`config.mk`:
```
export PLATFORM = sky130hd
export DESIGN_NAME = mem_port_arbiter
export DESIGN_NICKNAME = d
export VERILOG_FILES = /design/src/rtl/mem_port_arbiter.sv
export SDC_FILE = /design/constraint.sdc
export NUM_CORES = 1
export LEC_CHECK = 0
export CAP_MARGIN = 30
export CELL_PAD_IN_SITES_DETAIL_PLACEMENT = 1
export CELL_PAD_IN_SITES_GLOBAL_PLACEMENT = 1
export CORE_ASPECT_RATIO = 0.8
export CORE_MARGIN = 2
export CORE_UTILIZATION = 12
export DETAILED_ROUTE_END_ITERATION = 7
export PLACE_DENSITY = 0.83
export SYNTH_ARGS = -nofsm -noshare
export SYNTH_HDL_FRONTEND = slang
export SYNTH_SLANG_ARGS = --single-unit
```
`constraint.sdc`:
```
create_clock -name clk -period 2 [get_ports clk]
set_clock_uncertainty 0.05 [all_clocks]
set_input_delay 0.4 -clock clk [delete_from_list [all_inputs] [get_ports clk]]
set_output_delay 0.4 -clock clk [all_outputs]
set_load 0.01 [all_outputs]
```
`src/rtl/mem_port_arbiter.sv`:
```
// Shares one single-port memory between instruction fetch and load/store.
// Data requests win by default; a streak counter bounds how long a pending fetch can wait.
module mem_port_arbiter #(
    parameter int ADDR_W     = 32,
    parameter int DATA_W     = 32,
    parameter int MAX_STREAK = 4
) (
    input  logic                clk,
    input  logic                rst,
    input  logic                halt,
    output logic                idle,
    input  logic                i_req_valid,
    output logic                i_req_ready,
    input  logic [ADDR_W-1:0]   i_req_addr,
    output logic                i_rsp_valid,
    output logic [DATA_W-1:0]   i_rsp_data,
    input  logic                d_req_valid,
    output logic                d_req_ready,
    input  logic [ADDR_W-1:0]   d_req_addr,
    input  logic                d_req_we,
    input  logic [DATA_W/8-1:0] d_req_wstrb,
    input  logic [DATA_W-1:0]   d_req_wdata,
    output logic                d_rsp_valid,
    output logic [DATA_W-1:0]   d_rsp_data,
    output logic                mem_en,
    output logic                mem_we,
    output logic [DATA_W/8-1:0] mem_wstrb,
    output logic [ADDR_W-1:0]   mem_addr,
    output logic [DATA_W-1:0]   mem_wdata,
    input  logic [DATA_W-1:0]   mem_rdata
);

    localparam int SW = $clog2(MAX_STREAK + 1);

    typedef enum logic [1:0] {
        OWN_NONE    = 2'd0,
        OWN_I       = 2'd1,
        OWN_D_LOAD  = 2'd2,
        OWN_D_STORE = 2'd3
    } owner_t;

    owner_t        owner, owner_next;
    logic [SW-1:0] streak, streak_next;
    logic          at_limit;
    logic          grant_i, grant_d;

    // Handshake: a request transfers in the cycle where valid and ready are both high;
    // ready is a same-cycle function of valid, and the response is a one-cycle pulse
    // exactly one cycle later with no backpressure.
    always_comb begin
        at_limit = (streak == SW'(MAX_STREAK));
        grant_d  = 1'b0;
        grant_i  = 1'b0;
        if (!rst && !halt) begin
            if (d_req_valid && !(i_req_valid && at_limit)) begin
                grant_d = 1'b1;
            end else if (i_req_valid) begin
                grant_i = 1'b1;
            end
        end
    end

    always_comb begin
        owner_next  = OWN_NONE;
        streak_next = streak;
        if (grant_i) begin
            owner_next = OWN_I;
        end else if (grant_d) begin
            owner_next = d_req_we ? OWN_D_STORE : OWN_D_LOAD;
        end
        // Streak only measures data grants that actually made a fetch wait.
        if (!i_req_valid || grant_i) begin
            streak_next = '0;
        end else if (grant_d && !at_limit) begin
            streak_next = streak + 1'b1;
        end
    end

    always_ff @(posedge clk or posedge rst) begin
        if (rst) begin
            owner  <= OWN_NONE;
            streak <= '0;
        end else begin
            owner  <= owner_next;
            streak <= streak_next;
        end
    end

    always_comb begin
        i_req_ready = grant_i;
        d_req_ready = grant_d;
        mem_en      = grant_i | grant_d;
        mem_addr    = grant_d ? d_req_addr : i_req_addr;
        mem_we      = grant_d & d_req_we;
        mem_wstrb   = grant_d ? d_req_wstrb : '0;
        mem_wdata   = d_req_wdata;
    end

    always_comb begin
        i_rsp_valid = (owner == OWN_I);
        i_rsp_data  = (owner == OWN_I) ? mem_rdata : '0;
        d_rsp_valid = (owner == OWN_D_LOAD) || (owner == OWN_D_STORE);
        d_rsp_data  = (owner == OWN_D_LOAD) ? mem_rdata : '0;
        idle        = !rst && halt && (owner == OWN_NONE);
    end

endmodule

```
==> impl_metrics.json, run 1 <==
{
  "worst_pin_slew_ns": 0.249,
  "cts_sinks": 5,
  "status": "complete, but fails checks",
  "worstRegToRegCells": 9,
  "worstSetupPathType": "register to output port",
  "syn2layout_area_growth_pct": 165,
  "hold_buffers": 0,
  "dieArea_sq_um": 13700,
  "die-width_um": 130,
  "cts_inserted_buffers": 3,
  "synth-seq-cells": 5,
  "rows": 36,
  "rsz0062_at_grt": "yes",
  "port_buffers": 212,
  "leakagePower_nw": 1.99,
  "ioPinCount": 277,
  "fmax_ghz": 0.439,
  "ys_types": 27,
  "maxSlewHeadroom": 0.832,
  "grt_start_max_net_pins": 18,
  "hpwlAfterDp_um": 7370,
  "drive_above_1_share": 0.369,
  "worst_setup_path_start_kind": "register",
  "gp_routability_congestion": 0.854,
  "nNetsFinal": 529,
  "chipHeight_um": 105,
  "hold_violations": 0,
  "antenna_found_initial": 0,
  "worst_slack_ns": -0.280,
  "ir_worst_vdd_uv": 298,
  "worstPathMaxFanout": 5,
  "critical_path_arrival_ns": 1.83,
  "r2r_end": "streak[1]",
  "drv_slew": 0,
  "coreArea_sq_um": 12300,
  "fin_hold_ws_ns": 0.266,
  "netlist_area_sq_um": 1530,
  "maxCapViolCount": 0,
  "violations": "negative setup slack",
  "start_util": 0.124,
  "first_global_vias": 2227,
  "syn_area_per_cell_sq_um": 8.53,
  "ff2ff_setup_slack_ns": 0.13,
  "via_count": 2015,
  "wirelength_um": 9350,
  "ant_nets": 0,
  "cellPowerDensity_nw_per_um2": 274,
  "cts_tree": "yes",
  "cp-startpoint": "streak[1]",
  "grt_pass1_wl_um": 13700,
  "r2r-start": "streak[1]",
  "hold_path_class": "primary input to asynchronous set/reset pin",
  "layout_commonest_cell": "clkdlybuf4s50_1",
  "cp-end-kind": "output port",
  "antenna_cells": 0,
  "yosys_warnings": 0,
  "final_util": 0.329,
  "endpoint": "mem_addr[26]",
  "grt_overflow_total": 0,
  "htreeDepth": 1,
  "drc": 0,
  "clockBufferDepth": 2,
  "insertion_delay_ns": 0.23,
  "setup_viol": 34,
  "path_clk_slew_ns": 0.03,
  "drt_iter0_drc": 71,
  "routedWlPerCell_um": 16.7,
  "syn-num-nets": 319,
  "firstDrtPassIters": 4,
  "syn_inst": 179,
  "cp.required_ns": 1.55,
  "final_cell_mix": "102 x clkdlybuf4s50_1, 68 x and2_1, 36 x dlygate4sd2_1, 32 x mux2_4, 30 x buf_6",
  "fin_crit_ns": 2.28,
  "yosysSeqAreaShare": 0.0819,
  "post-route-period-util": 1.14,
  "power_w": 0.00111,
  "cts_root_buf": "clkbuf_16",
  "grt_usage": 0.131,
  "vias_per_cell": 3.60
}
## layer usage
layer | share of wire | up-vias | GRT usage | wire length [um]
met3 | 0.084 | 4 | 0.0507 | 786
met2 | 0.53 | 89 | 0.232 | 5000
met1 | 0.38 | 954 | 0.154 | 3540
met5 | 0 | - | 0 | 0
met4 | 0.0026 | 0 | 0.0115 | 24
li1 | - | 968 | - | -
## cell usage after synthesis, drive strengths merged
| cell | n | share of area |
|---|---|---|
| o21ai | 1 | 0.0033 |
| a22oi | 1 | 0.0049 |
| nor3b | 1 | 0.0049 |
| nor2 | 2 | 0.0098 |
| nand3 | 2 | 0.015 |
| a21boi | 3 | 0.015 |
| and2 | 69 | 0.28 |
| nand4b | 1 | 0.0057 |
| dfrtp | 5 | 0.082 |
| nand2 | 4 | 0.0098 |
| nor2b | 2 | 0.0082 |
| and3 | 1 | 0.0049 |
| or2 | 1 | 0.0041 |
| a21bo | 1 | 0.0066 |
| buf | 35 | 0.18 |
| nor4b | 1 | 0.0057 |
| or3 | 2 | 0.0082 |
| ha | 2 | 0.016 |
| clkbuf | 7 | 0.017 |
| mux2 | 32 | 0.30 |
| inv | 6 | 0.015 |
## cells by family after synthesis
kind of cell               synth area share
and+or+nand+nor                       0.359
muxes                                 0.302
buffers and inverters                 0.211
AOI/OAI and AO/OA                    0.0295
DFF                                  0.0819
adders and majority gates            0.0164
## registers in the layout, summed over array words and instances, names as in the netlist
name / flops
owner: 2
streak: 3
## area by class of cell
cell class / count / area, sq um
fillers: 1453 / 8250
repair buffers: 247 / 2460
multi-input cells: 126 / 1140
well taps: 171 / 214
flip-flops and latches: 5 / 125
clock buffers: 4 / 78.8
inverters: 6 / 25.0
## metrics by stage
step	setup TNS [ns]	cells	worst slack, ns	cell area (sq um)
finish	-5.97	559	-0.280	4050
global route	-8.10	559	-0.340	4050
CTS	-7.11	556	-0.291	4070
detailed placement	-24.99	536	-0.649	3720
global placement	-24.29	536	-0.645	3720
floorplan	0	179	0.172	1530
## worst min path at each step
stage / from / endpoint / slack [ns] / depth (start not counted)
global placement: streak[2] / streak[2] / 0.52 / 2
global route: rst / streak[0] / 0.28 / 2
floorplan: rst / owner[0] / 0.13 / 1
finish: rst / streak[1] / 0.27 / 2
CTS: rst / streak[0] / 0.27 / 2
detailed placement: streak[2] / streak[2] / 0.54 / 2
## power breakdown
group	total [W]	internal [W]	switching, W
Combinational	0.000677	0.000451	0.000226
Sequential	0.000107	0.000105	0.00000243
Clock	0.000327	0.000264	0.0000626
Total	0.00111	0.000820	0.000291
## critical path, stage by stage, from the launching register on
cell     delay, ns
dfrtp_1       0.36
inv_2         0.05
ha_4          0.17
nand3_4       0.06
nand3_4       0.11
buf_12        0.16
buf_12        0.13
buf_16        0.13
mux2_4        0.30
buf_6         0.13
## repair_timing
item / CTS / global route
endpoints found under the hold margin: 0 / 0
setup buffers: 11 / 6
pin swaps: 3 / 3
setup endpoints to repair: 106 / 78
gates resized for setup: 299 / 43
cloned: 5 / 0
(Power assumes the default switching activity.)
==> run 2, diff against run 1 <==
==> constraint.sdc (replaced) <==
create_clock -name clk -period 2 [get_ports clk]
set_clock_uncertainty 0.05 [all_clocks]
set_input_delay 0.2 -clock clk [delete_from_list [all_inputs] [get_ports clk]]
set_output_delay 0.2 -clock clk [all_outputs]
set_load 0.01 [all_outputs]
==> run 2 against run 1 <==
The run now ends clean. Hold slack better by 0.084 ns. First-iteration DRC count shrank 31%. Count of clock-buffer cells in the layout did not move. Core utilization shrank 2.2 points. Sequential share of layout area is 0.25 points higher. Flip-flop and latch count unchanged. Sequential power about the same. Largest cell class unchanged. Die area unchanged.
==> impl_metrics.json, run 2 (synthesized netlist as in run 1, its figures left out) <==
{
  "status": "finished, final reports clean",
  "hold_path_startpoint": "d_req_wdata[13]",
  "largestRegisters": "streak x3, owner x2",
  "cp-end-kind": "output port",
  "stdcell_count": 543,
  "final_util": 0.307,
  "worst_pin_slew_ns": 0.254,
  "regMostFlops": "streak",
  "r2r_end": "streak[1]",
  "wirelength_um": 8450,
  "critPathSlowestCell": "dfrtp_1",
  "drc": 0,
  "htreeDepth": 1,
  "grt_start_max_net_pins": 34,
  "antenna_found_initial": 0,
  "dieArea_sq_um": 13700,
  "pre_cts_ws_ns": -0.261,
  "stdcell_area_sq_um": 3780,
  "cts_sinks": 5,
  "antenna_cells": 0,
  "vias_per_cell": 3.56,
  "first_global_vias": 2123,
  "cellPowerDensity_nw_per_um2": 276,
  "start_util": 0.124,
  "placed_area_sq_um": 3710,
  "cts_inserted_buffers": 3,
  "ff2ff_setup_slack_ns": 0.38,
  "worstPathMaxFanout": 10,
  "die-width_um": 130,
  "ioPinCount": 277,
  "leakagePower_nw": 1.77,
  "nNetsFinal": 513,
  "rsz0062_at_grt": "yes",
  "cts_tree": "yes",
  "worstSetupPathType": "register to output port",
  "firstDrtPassIters": 4,
  "path_cells": "inv_2 > ha_4 > nand3_2 > nand3_4 > buf_8 > mux2_4 > buf_2",
  "power_w": 0.00104,
  "worst_setup_path_start_kind": "register",
  "cts_root_buf": "clkbuf_16",
  "routedWlPerCell_um": 15.6,
  "drive_above_1_share": 0.261,
  "fin_crit_ns": 1.96,
  "hold_path_class": "primary input to output port",
  "chipHeight_um": 105,
  "ir_worst_vdd_uv": 184,
  "setup_viol": 0,
  "maxSlewHeadroom": 0.828,
  "insertion_delay_ns": 0.23,
  "drv_slew": 0,
  "hold_violations": 0,
  "critical_path_arrival_ns": 1.71,
  "fmax_ghz": 0.511,
  "place_inst": 533,
  "worst_slack_ns": 0.0448,
  "coreArea_sq_um": 12300,
  "hold_depth": 0,
  "syn2layout_area_growth_pct": 147,
  "gp_routability_congestion": 0.920,
  "grt_usage": 0.118,
  "path_clk_slew_ns": 0.03,
  "maxCapViolCount": 0,
  "rows": 36,
  "largest_reg_flops": 3,
  "worstRegToRegCells": 7,
  "crit_path_max_incr_delay_ns": 0.38,
  "min_delay_worst_endpoint": "mem_wdata[13]",
  "grt_pass1_wl_um": 12300,
  "ant_nets": 0,
  "port_buffers": 212,
  "crit_family": "buffers and inverters",
  "drt_iter0_drc": 49,
  "grt_overflow_total": 0,
  "layout_commonest_cell": "clkdlybuf4s50_1",
  "worst-path-buf-inv": 3,
  "r2r-start": "streak[1]",
  "cp.required_ns": 1.75,
  "via_count": 1931,
  "final_cell_mix": "163 x clkdlybuf4s50_1, 69 x and2_1, 27 x mux2_4, 22 x buf_2, 12 x buf_4",
  "clockBufferDepth": 2,
  "post-route-period-util": 0.978,
  "hpwlAfterDp_um": 7260
}
-- run 2: through the flow --
step | setup TNS [ns] | hold slack [ns]
after global routing | -0.263 | 0.350
after global placement | -7.95 | 0.350
after detailed placement | -8.45 | 0.350
final | 0 | 0.350
after CTS | -0.0517 | 0.279
after floorplan | 0 | -0.0715
-- run 2: report_power, final --
group	internal (W)	leakage, nW	switching (W)
Clock	0.000264	0.0382	0.0000676
Combinational	0.000404	1.67	0.000199
Sequential	0.000105	0.0670	0.00000311
Total	0.000773	1.77	0.000270
-- run 2: how the worst max path moves through the flow --
stage | slack [ns] | startpoint | cells after the start | end
2_1_floorplan | 0.37 | streak[0] | 6 | mem_addr[10]
3_3_place_gp | -0.23 | rst | 6 | mem_addr[26]
3_5_place_dp | -0.26 | rst | 6 | mem_addr[18]
4_1_cts | -0.01 | streak[1] | 8 | mem_addr[18]
5_1_grt | -0.02 | streak[1] | 7 | mem_addr[26]
6_report | 0.04 | streak[1] | 7 | mem_addr[18]
-- run 2: repair_timing --
item,4_1_cts,5_1_grt
endpoints found under the setup margin,48,59
pin swaps,2,1
buffers inserted,5,2
hold buffers,0,1
hold endpoints to repair,0,5
resized for setup,148,23
cloned,1,0
-- run 2: area by class of cell --
cell class / count / area, sq um
timing repair buffer: 231 / 2230
clock buffer: 4 / 78.8
tap: 171 / 214
sequential: 5 / 126
fill: 1435 / 8520
multi-input combinational: 126 / 1110
inverter: 6 / 22.5
-- run 2: metal layers --
layer | wire length [um] | up-vias | track usage | share of wire
met1 | 3110 | 900 | 0.129 | 0.37
met5 | 0 | - | 0 | 0
li1 | - | 928 | - | -
met4 | 104 | 0 | 0.0269 | 0.012
met2 | 4480 | 90 | 0.208 | 0.53
met3 | 758 | 13 | 0.0512 | 0.090
